### config.mk
export PLATFORM = sky130hd
export DESIGN_NAME = guess_entry
export DESIGN_NICKNAME = d
export VERILOG_FILES = /design/src/rtl/guess_entry.sv
export SDC_FILE = /design/constraint.sdc
export NUM_CORES = 1
export LEC_CHECK = 0
export ABC_CLOCK_PERIOD_IN_PS = 2700
export BUFFER_PORTS_ARGS = -buffer_cell sky130_fd_sc_hd__buf_2
export CORE_MARGIN = 1.5
export CORE_UTILIZATION = 49
export DETAILED_ROUTE_END_ITERATION = 8
export GPL_ROUTABILITY_DRIVEN = 0
export PLACE_DENSITY = 0.71
export SYNTH_ARGS = -nofsm -noshare
export SYNTH_HDL_FRONTEND = slang
export SYNTH_SLANG_ARGS = --single-unit
### constraint.sdc
create_clock -name clk -period 2.7 [get_ports clk]
set_input_delay 0.135 -clock clk [delete_from_list [all_inputs] [get_ports clk]]
set_output_delay 0.135 -clock clk [all_outputs]
set_load 0.05 [all_outputs]
### src/rtl/guess_entry.sv
// Bit-serial lock-guess entry from debounced zero/one/enter/clear buttons, MSB first.
// Optional idle timeout on a partial entry is enabled with GUESS_ENTRY_TIMEOUT_EN.
module guess_entry #(
  parameter int WIDTH          = 5,
  parameter int TIMEOUT_CYCLES = 1000
) (
  input  logic                       clk,
  input  logic                       rst,
  input  logic                       btn_zero,
  input  logic                       btn_one,
  input  logic                       btn_enter,
  input  logic                       btn_clear,
  output logic [WIDTH-1:0]           guess,
  output logic                       done,
  output logic                       entry_err,
  output logic [$clog2(WIDTH+1)-1:0] digit_count
);

  localparam int CNT_W = $clog2(WIDTH + 1);

  typedef enum logic [1:0] {IDLE, ENTRY, FULL, DONE} state_t;

  state_t            state_q, state_d;
  logic [WIDTH-1:0]  guess_q, guess_d;
  logic [CNT_W-1:0]  count_q, count_d;
  logic              done_q, done_d;
  logic              err_q, err_d;

  // Button vector order: {clear, enter, one, zero}
  logic [3:0] btn, prev_q, armed_q, armed_d, press;
  logic       digit_ok, digit_bit, timeout;

  assign btn = {btn_clear, btn_enter, btn_one, btn_zero};

  // A button must be seen low after reset before its rising edge counts, so a
  // button held through reset release produces no event.
  assign armed_d   = armed_q | ~btn;
  assign press     = btn & ~prev_q & armed_q;
  assign digit_ok  = press[0] ^ press[1];
  assign digit_bit = press[1];

`ifdef GUESS_ENTRY_TIMEOUT_EN
  localparam int TW = $clog2(TIMEOUT_CYCLES);

  logic [TW-1:0] idle_q, idle_d;

  assign timeout = ((state_q == ENTRY) || (state_q == FULL)) && (press == 4'b0000) &&
                   (idle_q == TW'(TIMEOUT_CYCLES - 1));

  always_comb begin
    idle_d = '0;
    if ((press == 4'b0000) && (state_d == state_q) &&
        ((state_q == ENTRY) || (state_q == FULL))) begin
      idle_d = idle_q + 1'b1;
    end
  end

  always_ff @(posedge clk or posedge rst) begin
    if (rst) begin
      idle_q <= '0;
    end else begin
      idle_q <= idle_d;
    end
  end
`else
  // Feature compiled out: the comparison is constant false.
  assign timeout = (TIMEOUT_CYCLES < 0);
`endif

  always_comb begin
    state_d = state_q;
    guess_d = guess_q;
    count_d = count_q;
    done_d  = 1'b0;
    err_d   = 1'b0;
    case (state_q)
      DONE: begin
        // Presses sampled in this cycle are dropped; guess stays for the comparator.
        state_d = IDLE;
        count_d = '0;
      end
      default: begin
        if (press[3]) begin
          state_d = IDLE;
          guess_d = '0;
          count_d = '0;
        end else if (press[2]) begin
          if (state_q == FULL) begin
            state_d = DONE;
            done_d  = 1'b1;
          end else begin
            err_d   = 1'b1;
          end
        end else if (timeout) begin
          state_d = IDLE;
          guess_d = '0;
          count_d = '0;
          err_d   = 1'b1;
        end else if (digit_ok && (state_q != FULL)) begin
          if (state_q == IDLE) begin
            guess_d = {{(WIDTH-1){1'b0}}, digit_bit};
          end else begin
            guess_d = {guess_q[WIDTH-2:0], digit_bit};
          end
          count_d = count_q + 1'b1;
          state_d = (count_q == CNT_W'(WIDTH - 1)) ? FULL : ENTRY;
        end
      end
    endcase
  end

  always_ff @(posedge clk or posedge rst) begin
    if (rst) begin
      state_q <= IDLE;
      guess_q <= '0;
      count_q <= '0;
      done_q  <= 1'b0;
      err_q   <= 1'b0;
      prev_q  <= '0;
      armed_q <= '0;
    end else begin
      state_q <= state_d;
      guess_q <= guess_d;
      count_q <= count_d;
      done_q  <= done_d;
      err_q   <= err_d;
      prev_q  <= btn;
      armed_q <= armed_d;
    end
  end

  assign guess       = guess_q;
  assign done        = done_q;
  assign entry_err   = err_q;
  assign digit_count = count_q;

endmodule

==> results of run 1 <==
[repair_timing]
action / 4_1_cts / 5_1_grt
hold buffers: 5 / 0
hold endpoints to repair: 24 / 0
resized for setup: 0 / 0
[power by group]
part / internal [uW] / total (uW) / switching (uW)
logic: 53.0 / 170 / 117
clock network: 82.4 / 178 / 95.8
registers: 322 / 347 / 25.2
[cells in the final DEF, fill, tap and decap left out, types with 2 or more instances in the layout]
| cell | n |
|---|---|
| dfrtp_1 | 20 |
| o211ai_1 | 5 |
| inv_1 | 4 |
| dlygate4sd3_1 | 5 |
| nand2_1 | 9 |
| nor3b_1 | 2 |
| nand2b_1 | 5 |
| nand3b_1 | 3 |
| nand3_1 | 5 |
| clkbuf_4 | 3 |
| nor2_1 | 4 |
| nand4_1 | 7 |
| buf_2 | 15 |
| and3b_1 | 2 |
| a31oi_1 | 2 |
| ha_1 | 2 |
[sequential cells by signal (all words and copies together), names as in the netlist]
signal / cells
armed_q: 4
entry_err: 1
guess: 5
state_q: 2
done: 1
prev_q: 4
digit_count: 3
[kinds of logic (layout without fill, tap and decap cells)]
group                    after synthesis  after routing  share of synthesized area (%)
AO/OA/AOI/OAI                         15             15                          11.80
flip-flops                            20             20                          53.05
adder cells (fa/ha/maj)                2              2                          2.652
XOR/XNOR                               1              1                         0.9286
AND/OR/NAND/NOR                       42             42                          26.52
buffers and inverters                 10             28                          5.039
[per-layer routing]
metal | track usage [%] | routed length (um) | up-vias
met5 | 0 | 0 | -
met4 | 8.889 | 40 | 0
met3 | 2.308 | 54 | 5
met2 | 25.48 | 798 | 17
met1 | 24.14 | 800 | 353
li1 | - | - | 360
[path summary, 6_finish.rpt]
check | startpoint | endpoint | cells after the start
setup / recovery | btn_one | guess[1] | 6
hold / removal | btn_enter | prev_q[2] | 2
setup reg to reg | prev_q[1] | guess[1] | 4
max in group asynchronous | rst | digit_count[1] | 3
hold reg to reg | armed_q[0] | armed_q[0] | 1
min in group asynchronous | rst | armed_q[1] | 3
[through the flow]
| step | std cells | power, uW | area (um^2) | setup slack (ns) |
|---|---|---|---|---|
| 2_1_floorplan | 90 | 482.1 | 943.4 | 1.326 |
| 3_3_place_gp | 124 | 514.6 | 1017 | 0.9658 |
| 3_5_place_dp | 124 | 517.0 | 1017 | 0.9035 |
| 4_1_cts | 133 | 698.4 | 1104 | 0.8495 |
| 5_1_grt | 133 | 724.5 | 1104 | 0.7152 |
| 6_report | 133 | 696.1 | 1104 | 0.8403 |
[worst max-delay path: stages]
cell and delay, ns:
dlygate4sd3_1 0.53, buf_2 0.15, nand3b_4 0.08, xor2_1 0.64
and2_1 0.38, o211ai_1 0.14
[cell type report]
class	count	area (um^2)
Sequential cell	20	500.5
Tap cell	25	31.28
Fill cell	154	660.6
Clock buffer	4	36.28
Inverter	4	15.01
Multi-Input combinational cell	60	395.4
Timing Repair Buffer	20	125.1
==> impl_metrics.toml, run 1 <==
[synthesis]
async_flop_share_pct = 100.0
syn_avg_cell_area_um2 = 10.48
synthCells = 90
synthMostInstantiatedCell = "dfrtp_1"
synth.top_cell.area_share_pct = 53.05
synth_edf_count = 0
yosys.area.top_type = "dfrtp_1"
synth_fp_nets = 98
ys_warn_count = 0
ys.flop_type = "dfrtp_1"
syn-cell-area_um2 = 943.4
yosys_register_bits = 20
synth-seq-area-share_pct = 53.05
ys_types = 30
synth_common_cells = "20 x dfrtp_1, 9 x nand2_1, 7 x nand4_1"
yosys-top-cells-area = "dfrtp_1 53%, nand4_1 4.6%, o211ai_1 4.0%"

[timing]
finalSetupViolations = 0
fmax_ghz = 0.5377
hold_viol_final = 0
fin_crit_sh_pct = 68.88
hold_slack_ns = 0.4799
maxSlewViolCount = 0
finalCriticalPeriod_ns = 1.860
grt_setup_unrepaired = "no"
setup-tns-final_ns = 0
worst_pin_slew_ns = 0.7991
fin_skew_ns = 0.003102
slew_headroom_pct = 46.54

[cts]
clkLatencyLatePin_ns = 0.31
clock_path_buffers = 2
htreeDepth = 1
cts_setup_buffers = 0
cts_inserted_buffers = 3
root_buffer = "clkbuf_4"
cts_tree = "done"
cts_num_sinks = 20
path_clk_slew_ns = 0.12

[floorplan]
row_count = 15
die_area_um2 = 2198
die_h_um = 46.88
coreArea_um2 = 1764
start_util_pct = 53.48
die-width_um = 46.88
pin_count = 16

[grt]
grt_pass1_vias = 604
grt_max_degree = 21
antenna_found_initial = 0
grt_overflow = 0
grt_pass1_wl_um = 2628
grt_usage_pct = 17.03

[routing]
vias = 735
wl_per_cell_um = 12.73
routed_wl_um = 1693
post-route-drc-count = 0
via_per_inst = 5.526
drtIter0Drc = 15
ant_nets = 0
drtPass1Iterations = 4

[outcome]
status = "completed"

[worst_setup_path]
critical_path_required_ns = 2.89
r2r_slack_ns = 0.88
cp.arrival_ns = 2.05
cp-end-kind = "flop"
path_class = "input pin to flop"
start_kind = "input pin"
crit_fanout = 12

[place]
dpl.hpwl_um = 1112
port_buffers = 15

[run]
cap_violations = 0

[finish]
areaGrowthSynthToFinish_pct = 16.98
postLayoutCoreUtil_pct = 62.55
drive_gt1_share_pct = 18.52
final_nets = 117
antennaDiodeCount = 0

[power]
leakagePower_uw = 0.0004867
ir_worst_vdd_v = 0.0003766
p_per_area_nw_per_um2 = 630.8

[min_path]
hold_class = "input pin to flop"
Note: power is estimated with default switching activity, not from simulation.
==> run 2, diff against run 1 <==
Settings changed: ABC_AREA set to 1, ABC_CLOCK_PERIOD_IN_PS 2700 to 1900.
Clock period 2.7 ns to 1.9 ns, I/O delays scaled along.
==> impl_metrics.toml, run 2 <==
[timing]
worst_pin_slew_ns = 0.7201
finalSetupViolations = 0
fmax_ghz = 0.7757
maxSlewViolCount = 0
setup-tns-final_ns = 0
grt_setup_unrepaired = "no"
fin_crit_sh_pct = 67.85
slew_headroom_pct = 51.94
fin_skew_ns = 0.004430
hold_viol_final = 0
finalCriticalPeriod_ns = 1.289

[synthesis]
yosys-top-cells-area = "dfrtp_1 53%, nand2_1 13%, inv_1 6.0%"
synthMostInstantiatedCell = "nand2_1"
ys_types = 16
ys_warn_count = 0
yosys.area.top_type = "dfrtp_1"
async_flop_share_pct = 100.0
synth-seq-area-share_pct = 52.98
synth_xor_area_share_pct = 0.9272
synthSimpleGateAreaFrac_pct = 34.97
syn-cell-area_um2 = 944.7
ys.flop_type = "dfrtp_1"
syn_avg_cell_area_um2 = 8.510
yosys_register_bits = 20
yosys.area_share.adder_pct = 2.649
synth.top_cell.area_share_pct = 52.98
synth_edf_count = 0
muxShareOfSynthArea_pct = 0
synth_fp_nets = 119
synth_top_family_by_area = "simple AND/OR/NAND/NOR gates"
synth_common_cells = "32 x nand2_1, 20 x dfrtp_1, 15 x inv_1"
synthCells = 111
synth-compound-area-share_pct = 2.119

[outcome]
status = "completed"

[place]
dpl.hpwl_um = 1200
dp.cells = 151
port_buffers = 15

[min_path]
hold_class = "input pin to asynchronous set/reset pin"

[routing]
drtIter0Drc = 15
routed_wl_um = 1665
post-route-drc-count = 0
via_per_inst = 4.742
drtPass1Iterations = 4
vias = 754
ant_nets = 0
wl_per_cell_um = 10.47

[worst_setup_path]
r2r-start = "prev_q[3]"
critical_path_required_ns = 2.13
critPathLaunch = "btn_clear"
start_kind = "input pin"
cp.arrival_ns = 1.52
cp_slowest_cell = "dlygate4sd3_1"
path_class = "input pin to flop"
crit_top_cell = "nand2_2"
crit_buf_inv = 4
cp-end-kind = "flop"
slowest_delay_ns = 0.53
crit_chain = "dlygate4sd3_1 -> buf_2 -> inv_1 -> nor2_2 -> nand2_2 -> nand2_2 -> inv_2 -> nand2_1 -> nand2_2 -> nand2_1 -> o21ai_1"
cp_top_family = "buffers and inverters"
crit_fanout = 9

[cts]
clock_path_buffers = 2
path_clk_slew_ns = 0.10
cts_resized = 0
htreeDepth = 1
cts_num_sinks = 20
clkLatencyLatePin_ns = 0.30
cts_setup_buffers = 0
cts_tree = "done"
cts_hold_buf = 5
cts_inserted_buffers = 3
root_buffer = "clkbuf_4"

[grt]
grt_usage_pct = 18.57
grt_max_degree = 21
grt_overflow = 0
antenna_found_initial = 0
grt_pass1_wl_um = 2842
grt_pass1_vias = 697

[finish]
stdcell_count = 159
antennaDiodeCount = 0
final_nets = 144
mostFrequentLayoutCells = "32 x nand2_1, 20 x dfrtp_1, 15 x inv_1, 15 x buf_2, 10 x nand3_1"
largest_register_ffs = 5
layout_commonest_cell = "nand2_1"
areaGrowthSynthToFinish_pct = 18.94
drive_gt1_share_pct = 23.13

[power]
leakagePower_uw = 0.0006327
ir_worst_vdd_v = 0.0007247
p_per_area_nw_per_um2 = 1111

[floorplan]
die_area_um2 = 2200
row_count = 15
start_util_pct = 53.55
coreArea_um2 = 1764
die-width_um = 46.91
pin_count = 16
die_h_um = 46.91

[run]
cap_violations = 0
==> run 2: stage by stage <==
stage	instance area, um^2	worst slack [ns]	utilization (%)	total power [uW]	hold slack, ns
5_1_grt	1124	0.4552	63.69	1340	0.4606
6_report	1124	0.6108	63.69	1248	0.4453
3_3_place_gp	1051	0.7083	59.57	1039	0.2187
3_5_place_dp	1051	0.6769	59.57	1056	0.2251
4_1_cts	1124	0.6059	63.69	1261	0.4418
2_1_floorplan	944.7	0.5435	-	942.5	0.05883
==> run 2: metal layers <==
layer | wire (um) | track usage, % | share of wire (%)
met3 | 47 | 2.308 | 2.8
met1 | 797 | 23.90 | 48
met4 | 51 | 12.22 | 3.1
met2 | 768 | 29.32 | 46
met5 | 0 | 0 | 0
==> run 2: logic make-up after synthesis <==
family / Yosys count
AOI/OAI and AO/OA: 4
DFF: 20
xor gates and xnor gates: 1
buffers and inverters: 16
adders and majority gates: 2
and+or+nand+nor: 68
==> run 2: path summary, 6_finish.rpt <==
path | end | slack (ns) | depth (start not counted)
hold / removal | state_q[1] | 0.45 | 3
hold reg to reg | armed_q[2] | 0.48 | 2
setup / recovery | digit_count[2] | 0.61 | 11
max in group asynchronous | guess[1] | 1.00 | 3
setup reg to reg | digit_count[2] | 0.67 | 8
min in group clk | prev_q[3] | 0.45 | 2
==> run 2: final cells by class <==
class                   instances  area [um^2]
well taps                      25        31.28
inverters                      16        60.06
fillers                       173        640.6
clock buffers                   3        22.52
flip-flops and latches         20        500.5
multi-input cells              75        384.1
repair buffers                 20        125.1
==> run 2: where the power goes <==
part / total, uW / internal, uW / switching [uW]
clock network: 196 / 74.0 / 122
logic: 496 / 139 / 357
registers: 556 / 492 / 64.5
==> run 2: worst min-delay path, delay by kind of cell <==
kind,cells,cell delay (ns)
buffers and inverters,3,1.17
==> run 3, diff against run 2 <==
Settings changed: ABC_CLOCK_PERIOD_IN_PS 1900 to 1300.
Clock period 1.9 ns to 1.3 ns, I/O delays scaled along.
==> impl_metrics.toml, run 3 (synthesized netlist as in run 2, its figures left out) <==
[worst_setup_path]
cp.arrival_ns = 1.44
crit_fanout = 5
r2r-start = "prev_q[2]"
cp-end-kind = "flop"
reg2reg_depth = 6
path_class = "input pin to flop"
start_kind = "input pin"
r2r_slack_ns = 0.07
r2r-end = "state_q[0]"
critical_path_required_ns = 1.50

[finish]
largest_register_ffs = 5
drive_gt1_share_pct = 30.34
stdcell_area_um2 = 1226
final_nets = 154
antennaDiodeCount = 0
mostFrequentLayoutCells = "32 x nand2_1, 18 x dfrtp_1, 15 x buf_2"
areaGrowthSynthToFinish_pct = 29.80
layout_commonest_cell = "nand2_1"

[power]
ir_worst_vdd_v = 0.0009500
p_per_area_nw_per_um2 = 1584
leakagePower_uw = 0.0006777

[cts]
htreeDepth = 1
root_buffer = "clkbuf_4"
clkLatencyLatePin_ns = 0.30
path_clk_slew_ns = 0.11
clock_path_buffers = 2
cts_tree = "done"
cts_num_sinks = 20
cts_inserted_buffers = 3

[outcome]
status = "completed"

[timing]
fin_crit_sh_pct = 95.07
worst_pin_slew_ns = 0.2722
slew_headroom_pct = 81.79
fmax_ghz = 0.8091
fin_ws_ns = 0.06410
fin_skew_ns = 0.005021
grt_setup_unrepaired = "yes"
finalSetupViolations = 0
maxSlewViolCount = 0
hold_slack_ns = 0.3185
hold_viol_final = 0
finalCriticalPeriod_ns = 1.236

[floorplan]
die_h_um = 46.91
start_util_pct = 53.55
die_area_um2 = 2200
coreArea_um2 = 1764
die-width_um = 46.91
pin_count = 16
row_count = 15

[min_path]
hold_class = "input pin to asynchronous set/reset pin"

[place]
dpl.hpwl_um = 1222
post-place-ws_ns = 0.1075
port_buffers = 15
placed_area_um2 = 1069

[grt]
grt_usage_pct = 19.54
grt_pass1_wl_um = 2967
grt_max_degree = 21
antenna_found_initial = 0
grt_pass1_vias = 716
grt_overflow = 0

[routing]
drtPass1Iterations = 4
wl_per_cell_um = 11.23
post-route-drc-count = 0
vias = 831
routed_wl_um = 1909
ant_nets = 0
via_per_inst = 4.888
drtIter0Drc = 13

[run]
cap_violations = 0
==> run 3: layout make-up <==
type | instances | area (um^2)
Fill cell | 148 | 538.0
Tap cell | 25 | 31.28
Timing Repair Buffer | 29 | 192.7
Inverter | 16 | 60.06
Clock buffer | 4 | 26.28
Multi-Input combinational cell | 76 | 412.9
Sequential cell | 20 | 503.0
==> run 3: per-stage QoR <==
step	util, %	instances	TNS, ns	total power, uW
after floorplan	-	111	0	1383
after global placement	60.57	153	0	1535
after detailed placement	60.57	153	0	1563
after CTS	64.89	162	0	1878
after global routing	69.50	170	-0.1394	2088
final	69.50	170	0	1942
==> run 3: power by group <==
part           total, uW  internal [uW]  leakage (uW)  switching [uW]
Sequential           822            724      0.000239            98.1
Combinational        814            257      0.000424             557
Clock                306            120     0.0000150             186
Total               1940           1100      0.000678             841
==> run 3: how the worst max path moves through the flow <==
stage	startpoint	depth (start not counted)	to	slack, ns
floorplan	digit_count[0]	7	state_q[0]	0.1
global placement	prev_q[3]	8	digit_count[1]	0.11
detailed placement	prev_q[2]	6	state_q[0]	0.11
CTS	btn_clear	11	digit_count[0]	0.04
global route	prev_q[2]	5	guess[3]	-0.04
finish	btn_one	10	guess[3]	0.06
==> run 3: worst max-delay path: stages <==
cell	delay [ns]
dlygate4sd3_1	0.52
buf_2	0.13
nand2_1	0.07
nor2_2	0.10
nand2_1	0.09
nand3_4	0.11
nand2_4	0.07
buf_4	0.14
nand4_1	0.06
nand2_1	0.06
==> run 3: routing by layer <==
metal | track usage [%] | vias up | routed length (um)
li1 | - | 420 | -
met1 | 24.88 | 376 | 843
met2 | 29.86 | 25 | 924
met3 | 4.615 | 10 | 76
met4 | 12.22 | 0 | 65
met5 | 0 | - | 0
==> run 3: what timing repair did <==
item / 4_1_cts / 5_1_grt
hold buffers: 5 / 0
setup buffers: 0 / 7
resized for setup: 0 / 5
endpoints found under the hold margin: 27 / 0
setup endpoints to repair: 0 / 10
